`src/rtl/axi4lite_master_bridge.sv`:
```
// AXI4-Lite initiator: turns a single-transfer req/ack local bus into AXI4-Lite
// reads and writes, one outstanding at a time, with a response timeout.
module axi4lite_master_bridge #(
    parameter int ADDR_WIDTH = 8,
    parameter int TIMEOUT    = 255
) (
    input  logic                  aclk,
    input  logic                  areset,
    input  logic                  wr_req,
    input  logic                  rd_req,
    input  logic [ADDR_WIDTH-1:0] addr,
    input  logic [31:0]           wr_data,
    input  logic [3:0]            wr_strb,
    output logic                  busy,
    output logic                  ack,
    output logic                  err,
    output logic [31:0]           rd_data,
    output logic                  awvalid,
    input  logic                  awready,
    output logic [ADDR_WIDTH-1:0] awaddr,
    output logic [2:0]            awprot,
    output logic                  wvalid,
    input  logic                  wready,
    output logic [31:0]           wdata,
    output logic [3:0]            wstrb,
    input  logic                  bvalid,
    output logic                  bready,
    input  logic [1:0]            bresp,
    output logic                  arvalid,
    input  logic                  arready,
    output logic [ADDR_WIDTH-1:0] araddr,
    output logic [2:0]            arprot,
    input  logic                  rvalid,
    output logic                  rready,
    input  logic [31:0]           rdata,
    input  logic [1:0]            rresp
);

    typedef enum logic [1:0] {IDLE, WRITE, READ} state_t;

    localparam logic [15:0] TO_LIMIT = 16'(TIMEOUT);

    state_t                state_q, state_d;
    logic                  awvalid_q, awvalid_d;
    logic                  wvalid_q, wvalid_d;
    logic                  arvalid_q, arvalid_d;
    logic                  bready_q, bready_d;
    logic                  rready_q, rready_d;
    logic                  ack_q, ack_d;
    logic                  err_q, err_d;
    logic [31:0]           rd_data_q, rd_data_d;
    logic [ADDR_WIDTH-1:0] awaddr_q, awaddr_d;
    logic [ADDR_WIDTH-1:0] araddr_q, araddr_d;
    logic [31:0]           wdata_q, wdata_d;
    logic [3:0]            wstrb_q, wstrb_d;
    logic [15:0]           cnt_q, cnt_d;
    logic                  timed_out;

    // A zero limit disables the timeout entirely.
    assign timed_out = (TIMEOUT != 0) && (cnt_q == TO_LIMIT);

    always_ff @(posedge aclk) begin
        if (areset) begin
            state_q   <= IDLE;
            awvalid_q <= 1'b0;
            wvalid_q  <= 1'b0;
            arvalid_q <= 1'b0;
            bready_q  <= 1'b0;
            rready_q  <= 1'b0;
            ack_q     <= 1'b0;
            err_q     <= 1'b0;
            rd_data_q <= '0;
            awaddr_q  <= '0;
            araddr_q  <= '0;
            wdata_q   <= '0;
            wstrb_q   <= '0;
            cnt_q     <= '0;
        end else begin
            state_q   <= state_d;
            awvalid_q <= awvalid_d;
            wvalid_q  <= wvalid_d;
            arvalid_q <= arvalid_d;
            bready_q  <= bready_d;
            rready_q  <= rready_d;
            ack_q     <= ack_d;
            err_q     <= err_d;
            rd_data_q <= rd_data_d;
            awaddr_q  <= awaddr_d;
            araddr_q  <= araddr_d;
            wdata_q   <= wdata_d;
            wstrb_q   <= wstrb_d;
            cnt_q     <= cnt_d;
        end
    end

    always_comb begin
        state_d   = state_q;
        awvalid_d = awvalid_q;
        wvalid_d  = wvalid_q;
        arvalid_d = arvalid_q;
        bready_d  = bready_q;
        rready_d  = rready_q;
        ack_d     = 1'b0;
        err_d     = 1'b0;
        rd_data_d = rd_data_q;
        awaddr_d  = awaddr_q;
        araddr_d  = araddr_q;
        wdata_d   = wdata_q;
        wstrb_d   = wstrb_q;
        cnt_d     = cnt_q;

        case (state_q)
            IDLE: begin
                // Write has priority; a simultaneous read is dropped.
                if (wr_req) begin
                    awaddr_d  = addr;
                    wdata_d   = wr_data;
                    wstrb_d   = wr_strb;
                    awvalid_d = 1'b1;
                    wvalid_d  = 1'b1;
                    bready_d  = 1'b1;
                    cnt_d     = '0;
                    state_d   = WRITE;
                end else if (rd_req) begin
                    araddr_d  = addr;
                    arvalid_d = 1'b1;
                    rready_d  = 1'b1;
                    cnt_d     = '0;
                    state_d   = READ;
                end
            end
            WRITE: begin
                cnt_d = cnt_q + 16'd1;
                if (awvalid_q && awready) awvalid_d = 1'b0;
                if (wvalid_q && wready)   wvalid_d  = 1'b0;
                if (bvalid && bready_q) begin
                    awvalid_d = 1'b0;
                    wvalid_d  = 1'b0;
                    bready_d  = 1'b0;
                    ack_d     = 1'b1;
                    err_d     = bresp[1];
                    state_d   = IDLE;
                end else if (timed_out) begin
                    awvalid_d = 1'b0;
                    wvalid_d  = 1'b0;
                    bready_d  = 1'b0;
                    ack_d     = 1'b1;
                    err_d     = 1'b1;
                    state_d   = IDLE;
                end
            end
            READ: begin
                cnt_d = cnt_q + 16'd1;
                if (arvalid_q && arready) arvalid_d = 1'b0;
                if (rvalid && rready_q) begin
                    arvalid_d = 1'b0;
                    rready_d  = 1'b0;
                    ack_d     = 1'b1;
                    err_d     = rresp[1];
                    if (!rresp[1]) rd_data_d = rdata;
                    state_d   = IDLE;
                end else if (timed_out) begin
                    arvalid_d = 1'b0;
                    rready_d  = 1'b0;
                    ack_d     = 1'b1;
                    err_d     = 1'b1;
                    rd_data_d = '0;
                    state_d   = IDLE;
                end
            end
            default: state_d = IDLE;
        endcase
    end

    assign busy    = (state_q != IDLE);
    assign ack     = ack_q;
    assign err     = err_q;
    assign rd_data = rd_data_q;
    assign awvalid = awvalid_q;
    assign awaddr  = awaddr_q;
    assign awprot  = 3'b000;
    assign wvalid  = wvalid_q;
    assign wdata   = wdata_q;
    assign wstrb   = wstrb_q;
    assign bready  = bready_q;
    assign arvalid = arvalid_q;
    assign araddr  = araddr_q;
    assign arprot  = 3'b000;
    assign rready  = rready_q;

endmodule

```
`config.mk`:
```
export PLATFORM = sky130hd
export DESIGN_NAME = axi4lite_master_bridge
export DESIGN_NICKNAME = d
export VERILOG_FILES = /design/src/rtl/axi4lite_master_bridge.sv
export SDC_FILE = /design/constraint.sdc
export NUM_CORES = 1
export LEC_CHECK = 0
export ABC_AREA = 1
export CELL_PAD_IN_SITES_DETAIL_PLACEMENT = 1
export CELL_PAD_IN_SITES_GLOBAL_PLACEMENT = 1
export CORE_MARGIN = 2
export CORE_UTILIZATION = 32
export DETAILED_ROUTE_END_ITERATION = 12
export GPL_ROUTABILITY_DRIVEN = 0
export PLACE_DENSITY_LB_ADDON = 0.1
export SETUP_SLACK_MARGIN = 0.1
export SKIP_CTS_REPAIR_TIMING = 1
export SYNTH_ARGS = -nofsm -noshare
export SYNTH_HDL_FRONTEND = slang
export SYNTH_SLANG_ARGS = --single-unit
```
`constraint.sdc`:
```
create_clock -name aclk -period 3 [get_ports aclk]
set_input_delay 0.6 -clock aclk [delete_from_list [all_inputs] [get_ports aclk]]
set_output_delay 0.6 -clock aclk [all_outputs]
set_load 0.03 [all_outputs]
```
==> flow_metrics.py, run 1 <==
metrics = {
    "setup_path": {
        "path_class": "reg -> out",
        "worst_setup_path_start_kind": "register",
        "worstSetupStartpoint": "state_q[1]$_SDFFE_PP0P_",
        "path_buf_inv": 3,
        "path_max_fanout": 7,
        "rr_startpoint": "state_q[1]$_SDFFE_PP0P_",
        "critPathSlowestCell": "clkdlybuf4s50_1",
        "cpMostUsedCell": "inv_1",
        "critPathArrivalTime_ns": 1.92,
        "path_delay_family": "buffers and inverters",
        "end_kind": "output port",
        "required_ns": 2.40,
        "slowest_delay_ns": 0.69,
        "path_cells": "inv_1 -> ha_1 -> inv_1 -> clkdlybuf4s50_1",
    },
    "pwr": {
        "power_density_nw_per_um2": 542,
        "p_sw_mw": 1.02,
        "peakVddDrop_uv": 297,
        "p_sw_frac": 0.287,
        "clkPwrFrac": 0.333,
        "p_seq_frac": 0.447,
        "p_int_mw": 2.54,
        "p_leak_nw": 2.50,
        "power_frac_comb": 0.220,
    },
    "timing": {
        "fin_crit_sh": 0.841,
        "timing.fmax_ghz": 0.396,
        "clock_skew_ns": 0.00555,
        "fin_tns_setup_ns": 0,
        "setup_viol_count_final": 0,
        "final.min_clock_period_ns": 2.52,
        "final-max-slew-violation-count": 0,
        "timing.final.hold_violations": 0,
        "fin_hold_ws_ns": 0.465,
        "rsz0062_at_grt": "no",
    },
    "grt": {
        "grt_pass1_wl_um": 22600,
        "grt-ovfl-total": 0,
        "grt_start_max_net_pins": 49,
        "grtUsageTotal": 0.195,
        "antenna_found_initial": 0,
        "grt_pass1_vias": 4539,
    },
    "placement": {
        "numPortBuffers": 178,
        "hpwlAfterDp_um": 10300,
        "post_dp_cell_area_sq_um": 6280,
    },
    "logic_synthesis": {
        "avgSynthCellArea_sq_um": 7.54,
        "synth_top_cell_by_area": "dfxtp_1",
        "synthFlopType": "dfxtp_1",
        "synth_seq_area_share": 0.497,
        "syn_inst": 583,
        "synth_seq_cells": 109,
        "ys_warn_count": 0,
        "ys_types": 32,
        "synth_edf_count": 0,
        "synth_top_area_frac": 0.497,
        "async_reset_ff_frac": 0,
        "synthesis.area_sq_um": 4390,
        "synth.area.top_cells": "dfxtp_1 (50%), nor2_1 (11%), nand2_1 (11%), o21ai_0 (6.2%), a21oi_1 (4.7%)",
    },
    "detailed_routing": {
        "vias_per_cell": 4.65,
        "wl_per_cell_um": 14.9,
        "num_vias": 4329,
        "remaining_drc_errors": 0,
        "routed_wl_um": 13900,
        "postRouteAntennaNets": 0,
        "drt-initial-drc-count": 142,
        "dr.pass1.iters": 4,
    },
    "cts": {
        "cts_max_level": 3,
        "cts_root_buf": "clkbuf_16",
        "clkTransAtPathRegs_ns": 0.07,
        "cts_num_sinks": 109,
        "cts_made_buffers": 9,
        "cts_tree": "built",
        "cts_buffer_depth": 2,
        "clk_latency_ns": 0.35,
    },
    "run": {
        "cap_violations": 0,
    },
    "final_layout": {
        "drive_gt1_frac": 0.0795,
        "final_cell_area_sq_um": 6570,
        "final_util": 0.492,
        "diodes": 0,
        "area_growth_pct": 49.6,
        "final_common_cell": "clkdlybuf4s50_1",
        "final_cell_mix": "clkdlybuf4s50_1 (177), nor2_1 (126), nand2_1 (124)",
        "final_nets": 844,
    },
    "die": {
        "die_h_um": 121,
        "pin_count": 187,
        "die_area_sq_um": 14700,
        "row_count": 42,
        "die_w_um": 121,
        "start_util": 0.329,
        "coreArea_sq_um": 13300,
    },
    "hold_path": {
        "hold_path.class": "reg -> reg",
        "hp-start": "rd_data[24]$_SDFFE_PP0P_",
    },
    "outcome": {
        "status": "completed",
    },
}
worst min-delay path, cell delays in order, from the launching register on:
cell and delay (ns):
dfxtp_1 0.31, nand2_1 0.06, a21oi_1 0.05
final cells by class:
type	instances	area, sq um
sequential	109	2180
fill	1663	6780
multi-input combinational	416	1940
inverter	30	113
tap	176	220
clock buffer	12	246
clock inverter	4	47.5
timing repair buffer	184	1820
synth_stat cells (3+ instances only):
| cell type | n |
|---|---|
| nand2_2 | 14 |
| nor2_1 | 127 |
| nand3_1 | 11 |
| ha_1 | 5 |
| buf_6 | 3 |
| nand2_1 | 124 |
| clkbuf_1 | 16 |
| o21ai_0 | 54 |
| nand2_4 | 4 |
| a31oi_1 | 3 |
| nand4_1 | 4 |
| a21oi_2 | 10 |
| buf_4 | 6 |
| buf_2 | 7 |
| a21oi_1 | 41 |
| inv_1 | 24 |
| dfxtp_1 | 109 |
| inv_2 | 5 |
final timing paths:
path	cells after the start	slack [ns]	end
max	4	0.48	busy
min reg2reg	2	0.46	rd_data[24]$_SDFFE_PP0P_
max reg2reg	8	1.04	araddr[0]$_SDFFE_PP0P_
min	2	0.46	rd_data[24]$_SDFFE_PP0P_
power groups by stage:
stage	logic, mW	clock network [mW]	registers, mW
after detailed placement	0.791	0	1.62
after CTS	0.796	1.22	1.59
after floorplan	0.260	0	1.79
after global placement	0.773	0	1.62
final	0.785	1.18	1.59
after global routing	0.855	1.28	1.60
metal layers:
layer | up-vias | part of all wire | global-route usage
li1 | 2171 | - | -
met1 | 2045 | 0.41 | 0.225
met2 | 99 | 0.50 | 0.341
met3 | 14 | 0.070 | 0.0625
met4 | 0 | 0.015 | 0.0647
met5 | - | 0 | 0
sequential cells by signal (all words and copies together) (netlist names):
register / flops
state_q: 2
arvalid: 1
rd_data: 32
wvalid: 1
bready: 1
awaddr: 8
rready: 1
cnt_q: 16
wdata: 32
araddr: 8
ack: 1
wstrb: 4
err: 1
awvalid: 1
through the flow:
step | total power [mW] | cells | worst slack (ns)
after floorplan | 2.05 | 588 | 1.51
after global placement | 2.39 | 915 | 0.728
after detailed placement | 2.41 | 915 | 0.677
after CTS | 3.61 | 931 | 0.448
after global routing | 3.74 | 931 | 0.356
final | 3.56 | 931 | 0.477
kinds of logic after synthesis:
logic type,Yosys count,synth area share
AND/OR/NAND/NOR,290,0.276
buffers and inverters,63,0.0663
other,1,0.000853
adder cells (fa/ha/maj),5,0.0142
XOR/XNOR,3,0.00598
AO/OA/AOI/OAI,112,0.140
flip-flops,109,0.497
Power figures use the tool's default switching activity.
==> run 2: changes to the inputs <==
CORE_UTILIZATION = 27   (was 32)
clock period = 2.06 ns   (was 3 ns; I/O delays follow)
==> run 2 against run 1 <==
First-iteration DRC count is 11% lower. Clock skew hardly changed. Non-clock buffer count is 3 higher. Highest routed layer unchanged. Largest cell class unchanged. Die area is 18% higher. Wire length is 0.59% lower. Clock-buffer cell count is 1 lower. Total power is 46% higher. Cell count is 4.5% higher. Worst hold slack worse by 0.15 ns. Setup slack worse by 0.30 ns. Register-to-register slack worse by 0.71 ns.
==> flow_metrics.py, run 2 (same netlist as run 1, synthesis figures left out) <==
metrics = {
    "grt": {
        "grt_pass1_vias": 4541,
        "grt_pass1_wl_um": 22800,
        "antenna_found_initial": 0,
        "grt-ovfl-total": 0,
        "grt_start_max_net_pins": 48,
        "grtUsageTotal": 0.163,
    },
    "placement": {
        "numPortBuffers": 178,
        "hpwlAfterDp_um": 10200,
        "pre_cts_ws_ns": 0.111,
        "post_dp_cell_area_sq_um": 6400,
    },
    "die": {
        "row_count": 46,
        "start_util": 0.277,
        "pin_count": 187,
        "die_area_sq_um": 17300,
        "die_h_um": 132,
        "die_w_um": 132,
        "coreArea_sq_um": 15900,
    },
    "setup_path": {
        "rr_startpoint": "cnt_q[0]$_SDFFE_PP0P_",
        "r2r_slack_ns": 0.33,
        "regToRegEndpoint": "cnt_q[10]$_SDFFE_PP0P_",
        "path_class": "reg -> out",
        "path_max_fanout": 4,
        "ff2ff_path_depth": 8,
        "end_kind": "output port",
        "slowest_delay_ns": 0.74,
        "critPathSlowestCell": "clkdlybuf4s50_1",
        "worst_setup_path_start_kind": "register",
        "path_delay_family": "buffers and inverters",
        "critPathArrivalTime_ns": 1.48,
        "path_buf_inv": 1,
        "path_cells": "clkdlybuf4s50_1",
        "required_ns": 1.65,
    },
    "hold_path": {
        "whs_endpoint": "state_q[0]$_SDFFE_PP0P_",
        "hp-start": "areset",
        "min_path_cells": 2,
        "hold_path.class": "in -> reg",
    },
    "run": {
        "cap_violations": 0,
    },
    "cts": {
        "cts_max_level": 3,
        "clkTransAtPathRegs_ns": 0.07,
        "clk_latency_ns": 0.35,
        "cts_num_sinks": 109,
        "cts_made_buffers": 9,
        "cts_buffer_depth": 2,
        "cts_root_buf": "clkbuf_16",
        "cts_tree": "built",
    },
    "final_layout": {
        "area_growth_pct": 52.3,
        "drive_gt1_frac": 0.0859,
        "fill_cells": 1964,
        "multiInputGateArea_sq_um": 1940,
        "final_cell_mix": "clkdlybuf4s50_1 (176), nor2_1 (126), nand2_1 (124)",
        "final_common_cell": "clkdlybuf4s50_1",
        "regArea_sq_um": 2180,
        "final_nets": 847,
        "diodes": 0,
        "final_cell_area_sq_um": 6690,
    },
    "detailed_routing": {
        "drt-initial-drc-count": 127,
        "wl_per_cell_um": 14.2,
        "dr.pass1.iters": 4,
        "vias_per_cell": 4.45,
        "remaining_drc_errors": 0,
        "num_vias": 4330,
        "postRouteAntennaNets": 0,
        "routed_wl_um": 13800,
    },
    "outcome": {
        "status": "completed",
    },
    "timing": {
        "timing.fmax_ghz": 0.530,
        "fin_crit_sh": 0.916,
        "worstMarginPinSlew_ns": 0.528,
        "fin_tns_setup_ns": 0,
        "clock_skew_ns": 0.00592,
        "setup_viol_count_final": 0,
        "final.min_clock_period_ns": 1.89,
        "timing.final.hold_violations": 0,
        "rsz0062_at_grt": "no",
        "final-max-slew-violation-count": 0,
        "relSlewSlack": 0.648,
        "timing.final.ws_setup_ns": 0.173,
        "fin_hold_ws_ns": 0.319,
    },
    "pwr": {
        "peakVddDrop_uv": 454,
        "p_leak_nw": 2.54,
        "power_density_nw_per_um2": 779,
    },
}
## run 2: area by class of cell
cell class	count	share of cell area
repair buffers	187	0.283
flip-flops and latches	109	0.326
multi-input cells	416	0.291
well taps	216	0.0404
inverters	30	0.0168
clock inverters	4	0.00729
clock buffers	11	0.0363
## run 2: routing by layer
metal  up-vias  GRT usage  share of wire
met5         -          0              0
met4         0     0.0513          0.018
met3        15     0.0575          0.066
met2        87      0.291           0.50
met1      2051      0.179           0.41
li1       2177          -              -
## run 2: through the flow
stage | power, mW | std cells | util
3_3_place_gp | 3.51 | 958 | 0.403
3_5_place_dp | 3.54 | 958 | 0.403
4_1_cts | 5.32 | 973 | 0.421
5_1_grt | 5.51 | 973 | 0.421
6_report | 5.21 | 973 | 0.421
2_1_floorplan | 2.98 | 588 | -
## run 2: power breakdown
group / switching (mW) / internal [mW] / leakage [nW]
combinational: 0.665 / 0.500 / 1.50
sequential: 0.0741 / 2.24 / 0.891
clock: 0.766 / 0.969 / 0.145
total: 1.51 / 3.71 / 2.54
## run 2: worst max path at each step
stage | start | end | slack, ns | depth (start not counted)
after floorplan | state_q[0]$_SDFFE_PP0P_ | arvalid$_SDFFE_PP0P_ | 0.57 | 9
after global placement | rd_req | cnt_q[14]$_SDFFE_PP0P_ | 0.15 | 8
after detailed placement | wr_req | cnt_q[13]$_SDFFE_PP0P_ | 0.11 | 10
after CTS | rready$_SDFFE_PP0P_ | rready | 0.15 | 1
after global routing | rready$_SDFFE_PP0P_ | rready | 0.11 | 1
final | rready$_SDFFE_PP0P_ | rready | 0.17 | 1
==> RTL change 1 (settings of run 2) <==
Remove the register `err_q`: a continuous assignment takes its place, so the output `err` follows one clock earlier.
--- a/src/rtl/axi4lite_master_bridge.sv
+++ b/src/rtl/axi4lite_master_bridge.sv
@@ -68,7 +68,6 @@
             bready_q  <= 1'b0;
             rready_q  <= 1'b0;
             ack_q     <= 1'b0;
-            err_q     <= 1'b0;
             rd_data_q <= '0;
             awaddr_q  <= '0;
             araddr_q  <= '0;
@@ -83,7 +82,6 @@
             bready_q  <= bready_d;
             rready_q  <= rready_d;
             ack_q     <= ack_d;
-            err_q     <= err_d;
             rd_data_q <= rd_data_d;
             awaddr_q  <= awaddr_d;
             araddr_q  <= araddr_d;
@@ -92,6 +90,8 @@
             cnt_q     <= cnt_d;
         end
     end
+
+    assign err_q = err_d;
 
     always_comb begin
         state_d   = state_q;
Formal check against the unedited RTL: not equivalent (Yosys sat finds a counterexample within 4 cycles, from zero or initial values and one cycle with areset high).
==> RTL change 1 against run 2 <==
- the flow now finishes with violations (setup timing)
- clock skew is 5.0 ps higher
- synthesized cell count is 1.7% higher
- routed wire length grew 3.5%
- setup slack got worse by 220 ps
- global-route usage is 0.27 points higher
- cell area grew 1.9%
- non-clock buffer count grew 7
- critical path depth rose by 7
- sequential cell count down 1
- power is 1.5% higher
- area after synthesis increased by 0.60%
- critical path type unchanged
- largest power group unchanged
- highest routed layer unchanged
==> RTL change 1: results (changes against run 2) <==
| Metric | Reported | Unit | Delta |
|---|---|---|---|
| Maximum ir drop on the vdd rail | 0.0003842 | V | -15% |
| Top post-synthesis cells by area | dfxtp_1, nand2_1, nor2_1, a21oi_1, o21ai_0 | - |  |
| Result of the run | complete, but fails checks | - |  |
| Violated checks | setup timing | - |  |
| RR Startpoint | state_q[0] | - |  |
| Worst path slowest cell | dfxtp_4 | - |  |
| Worst Setup Slack, final | -51.02 | ps | -224.0 ps |
| Cell Count Post-Placement | 976 | - | +1.9% |
| Vias in the first global route | 4610 | - | +1.5% |
| Area post-placement | 0.006467 | mm^2 | +1.1% |
| Worst clock skew | 10.91 | ps | +4.990 ps |
| HPWL reported at the end of detailed placement | 10.60 | mm | +3.8% |
| Worst-path maximum fanout | 5 | - | +1 |
| Wire length of the first global-routing pass | 23.41 | mm | +2.5% |
| Proportion of layout cells with a drive suffix above 1 | 10.06 | % | +1.5 points |
| Net count, final | 865 | - | +2.1% |
| Minimum setup slack after placement | 22.26 | ps | -89.06 ps |
| Mean post-synth cell area | 7.454 | um^2 | -1.1% |
| Total via count in the routed design | 4427 | - | +2.2% |
| Source of the worst hold timing path | rd_data[7] | - |  |
| Pin count of the biggest net entering global routing | 45 | - | -6.3% |
| Number of cells on the worst reg-to-reg path | 9 | - | +1 |
| Distinct cell type count of the synthesized netlist | 36 | - | +13% |
| Final setup violation count | 1 | - | +1 |
| # fillers | 1922 | - | -2.1% |
| All-layer global routing usage | 16.53 | % | +0.27 points |
| Total routed wirelength | 14.28 | mm | +3.5% |
| Synth top cells by count | nand2_1, nor2_1, dfxtp_1 | - |  |
| Type of the worst min-delay path | reg -> reg | - |  |
| Arrival time of data at the critical path endpoint | 1700 | ps | +220 ps |
| Kind of cell adding the most delay to the critical path | simple AND/OR/NAND/NOR gates | - |  |
| Max incr delay on CP | 390 | ps | -350 ps |
| Post-synthesis sequential area ratio | 48.91 | % | -0.75 points |
RTL change 1: cell types whose count changed after synthesis, moves of 6 or more:
cell,run 2,this run
o21ai_0,54,42
inv_1,24,30
o21ai_1,0,9
a21oi_1,41,47
nor2_1,127,121
nand2_1,124,134
RTL change 1: worst paths after layout:
path	endpoint	slack [ps]
worst max-delay path	err	-50
worst min register to register	rd_data[7]	470
worst max register to register	cnt_q[15]	320
worst min-delay path	rd_data[7]	470
RTL change 1: final cells by class:
class / instances / share of cell area (%)
tap: 216 / 3.965
inverter: 35 / 1.927
sequential: 108 / 31.85
antenna: 1 / 0.03671
clock inverter: 3 / 0.6608
clock buffer: 12 / 3.910
timing repair buffer: 194 / 28.38
multi-input combinational: 423 / 29.28
RTL change 1: tightest hold or removal path, delay by kind of cell (launching register included):
kind | cells | cell delay, ps
and+or+nand+nor | 1 | 70
DFF | 1 | 320
AOI/OAI and AO/OA | 1 | 40
RTL change 1: cells by family (layout without fill, tap and decap cells):
group | Yosys count | after routing | synth area share [%]
simple gates | 297 | 297 | 28.22
fa+ha+maj | 5 | 5 | 1.415
flops | 108 | 108 | 48.91
other cells | 1 | 7 | 0.08483
compound gates | 115 | 115 | 14.32
buf+inv | 67 | 244 | 7.047
RTL change 1: stage by stage:
| step | setup TNS, ps | power [W] | utilization (%) |
|---|---|---|---|
| finish | -51.02 | 0.005294 | 42.76 |
| global route | -161.3 | 0.005565 | 42.76 |
| CTS | -504.2 | 0.005390 | 42.52 |
| detailed placement | 0 | 0.003532 | 40.57 |
| global placement | 0 | 0.003507 | 40.57 |
| floorplan | 0 | 0.002970 | - |
RTL change 1: power by group:
| part | leakage (nW) | total, W | switching [W] | internal [W] |
|---|---|---|---|---|
| sequential | 0.885 | 0.00230 | 0.0000779 | 0.00222 |
| combinational | 1.58 | 0.00118 | 0.000671 | 0.000508 |
| clock | 0.147 | 0.00182 | 0.000779 | 0.00104 |
RTL change 1: per-layer routing:
layer | GRT usage, % | vias to the layer above | wire (um)
met5 | 0 | - | 0
met3 | 6.190 | 13 | 1064
met1 | 19.09 | 2083 | 5941
met2 | 28.56 | 105 | 7082
met4 | 4.710 | 0 | 192
li1 | - | 2226 | -
==> RTL change 2 (config.mk and constraints of run 2) <==
Made on the original files. Set the parameter `ADDR_WIDTH` to 10 (it was 8).
--- a/src/rtl/axi4lite_master_bridge.sv
+++ b/src/rtl/axi4lite_master_bridge.sv
@@ -1,7 +1,7 @@
 // AXI4-Lite initiator: turns a single-transfer req/ack local bus into AXI4-Lite
 // reads and writes, one outstanding at a time, with a response timeout.
 module axi4lite_master_bridge #(
-    parameter int ADDR_WIDTH = 8,
+    parameter int ADDR_WIDTH = 10,
     parameter int TIMEOUT    = 255
 ) (
     input  logic                  aclk,
Ports: changed (resized addr, araddr and awaddr); port bits go from 187 to 193. No check against the original RTL was run, so the function may have changed too.
==> RTL change 2 against run 2 <==
- sequential cell count increased by 4
- count of clock-buffer cells in the layout increased by 7
- clock skew increased by 2.8 ps
- routed wire length increased by 7.1%
- area after synthesis increased by 6.2%
- cell area increased by 10%
- power increased by 29%
- sequential share of layout area decreased by 2.0 points
- via count increased by 5.1%
- global-route usage increased by 0.33 points
- utilization increased by 1.0 points
- setup slack got worse by 2.7 ps
- synthesized cell count increased by 3.6%
- largest power group is now the clock network
==> RTL change 2: results (changes against run 2) <==
| Metric | Reported | Unit | Delta |
|---|---|---|---|
| Proportion of layout cells with a drive suffix above 1 | 15.57 | % | +7.0 points |
| First DRT Iteration DRCs | 181 | - | +43% |
| H-tree depth | 4 | - | +1 |
| Synth top cells by count | nor2_1, dfxtp_1, nand2_1 | - |  |
| Pin slew with the least headroom to its limit | 645.9 | ps | +117.8 ps |
| Synth Flop Type | dfxtp_1 | - |  |
| WL per Instance | 14.37 | um | +1.3% |
| Distinct cell type count of the synthesized netlist | 30 | - | -6.3% |
| Total CTS buffers | 17 | - | +8 |
| # fillers | 2014 | - | +2.5% |
| Area post-placement | 0.006765 | mm^2 | +5.7% |
| Number of cells on the worst reg-to-reg path | 11 | - | +3 |
| Post-synthesis sequential area ratio | 48.46 | % | -1.2 points |
| Mean post-synth cell area | 7.729 | um^2 | +2.5% |
| Max incr delay on CP | 720 | ps | -20 ps |
| Maximum ir drop on the vdd rail | 0.0005680 | V | +25% |
| Cell Count Post-Placement | 996 | - | +4.0% |
| Minimum setup slack after placement | 144.1 | ps | +32.82 ps |
| Pin count of the biggest net entering global routing | 44 | - | -8.3% |
| Top post-synthesis cells by area | dfxtp_1, nor2_1, nand2_1, o21ai_0, a21oi_2 | - |  |
| Worst-path maximum fanout | 2 | - | -2 |
| Worst clock skew | 8.754 | ps | +2.837 ps |
| Vias in the first global route | 4738 | - | +4.3% |
| Initial DRT Pass Iterations | 4 | - | unchanged |
| Number of buffers inserted by port buffering | 184 | - | +3.4% |
| Net count, final | 886 | - | +4.6% |
| Total routed wirelength | 14.77 | mm | +7.1% |
| Number of vias per cell | 4.427 | - | -0.52% |
| Internal | 0.004869 | W | +31% |
| Clock-pin slew on the worst setup and hold paths | 50 | ps | -20 ps |
| All-layer global routing usage | 16.59 | % | +0.33 points |
| Clock latency at the later pin of the worst-skew pair | 420 | ps | +70 ps |
| Result of the run | complete, no violations | - |  |
| HPWL reported at the end of detailed placement | 10.72 | mm | +4.9% |
| Wire length of the first global-routing pass | 23.71 | mm | +3.8% |
| Leakage power total | 2.826 | nW | +11% |
## RTL change 2: kinds of logic after synthesis
family | share of synthesized area [%]
other | 0.08033
AO/OA/AOI/OAI | 15.63
buffers and inverters | 7.424
adder cells (fa/ha/maj) | 1.340
XOR/XNOR | 0.1877
AND/OR/NAND/NOR | 26.88
flip-flops | 48.46
## RTL change 2: area by class of cell
type | instances | area (um^2) | area share [%]
inverters | 39 | 148.9 | 2.016
flip-flops and latches | 113 | 2262 | 30.63
repair buffers | 198 | 1989 | 26.94
clock buffers | 18 | 429.2 | 5.811
well taps | 225 | 281.5 | 3.812
clock inverters | 14 | 188.9 | 2.558
multi-input cells | 421 | 2086 | 28.24
## RTL change 2: metal layers
metal	track usage [%]	vias to the layer above	wire, um
li1	-	2290	-
met3	7.407	16	1183
met5	0	-	0
met2	27.16	114	6948
met4	6.019	0	201
met1	19.19	2131	6440
## RTL change 2: power by group through the flow
stage / registers [W] / logic, W / clock network, W
after floorplan: 0.00270 / 0.000406 / 0
final: 0.00241 / 0.00123 / 0.00307
after CTS: 0.00241 / 0.00125 / 0.00317
after global routing: 0.00242 / 0.00134 / 0.00328
after detailed placement: 0.00246 / 0.00124 / 0
after global placement: 0.00245 / 0.00122 / 0
## RTL change 2: final timing paths
check,startpoint,slack [ps],to
setup reg to reg,state_q[0],290,cnt_q[13]
hold / removal,areset,280,bready
hold reg to reg,rd_data[19],460,rd_data[19]
setup / recovery,rd_data[22],170,rd_data[22]
## RTL change 2: worst register-to-register path, cell delays in order (launching register included)
cell and delay [ps]:
dfxtp_1 390, inv_1 110, ha_1 240, buf_4 170
nand2_1 100, nand2_2 120, inv_2 130, nor2_4 50
inv_2 60, nand2_2 120, o21ai_1 120, nor2_1 50
## RTL change 2: per-stage QoR
| step | hold WS [ps] | power [W] | util [%] |
|---|---|---|---|
| 6_report | 279.7 | 0.006710 | 43.15 |
| 5_1_grt | 275.1 | 0.007039 | 43.15 |
| 4_1_cts | 264.7 | 0.006826 | 43.14 |
| 3_5_place_dp | 456.9 | 0.003698 | 39.52 |
| 3_3_place_gp | 449.1 | 0.003665 | 39.52 |
| 2_1_floorplan | 452.0 | 0.003111 | - |
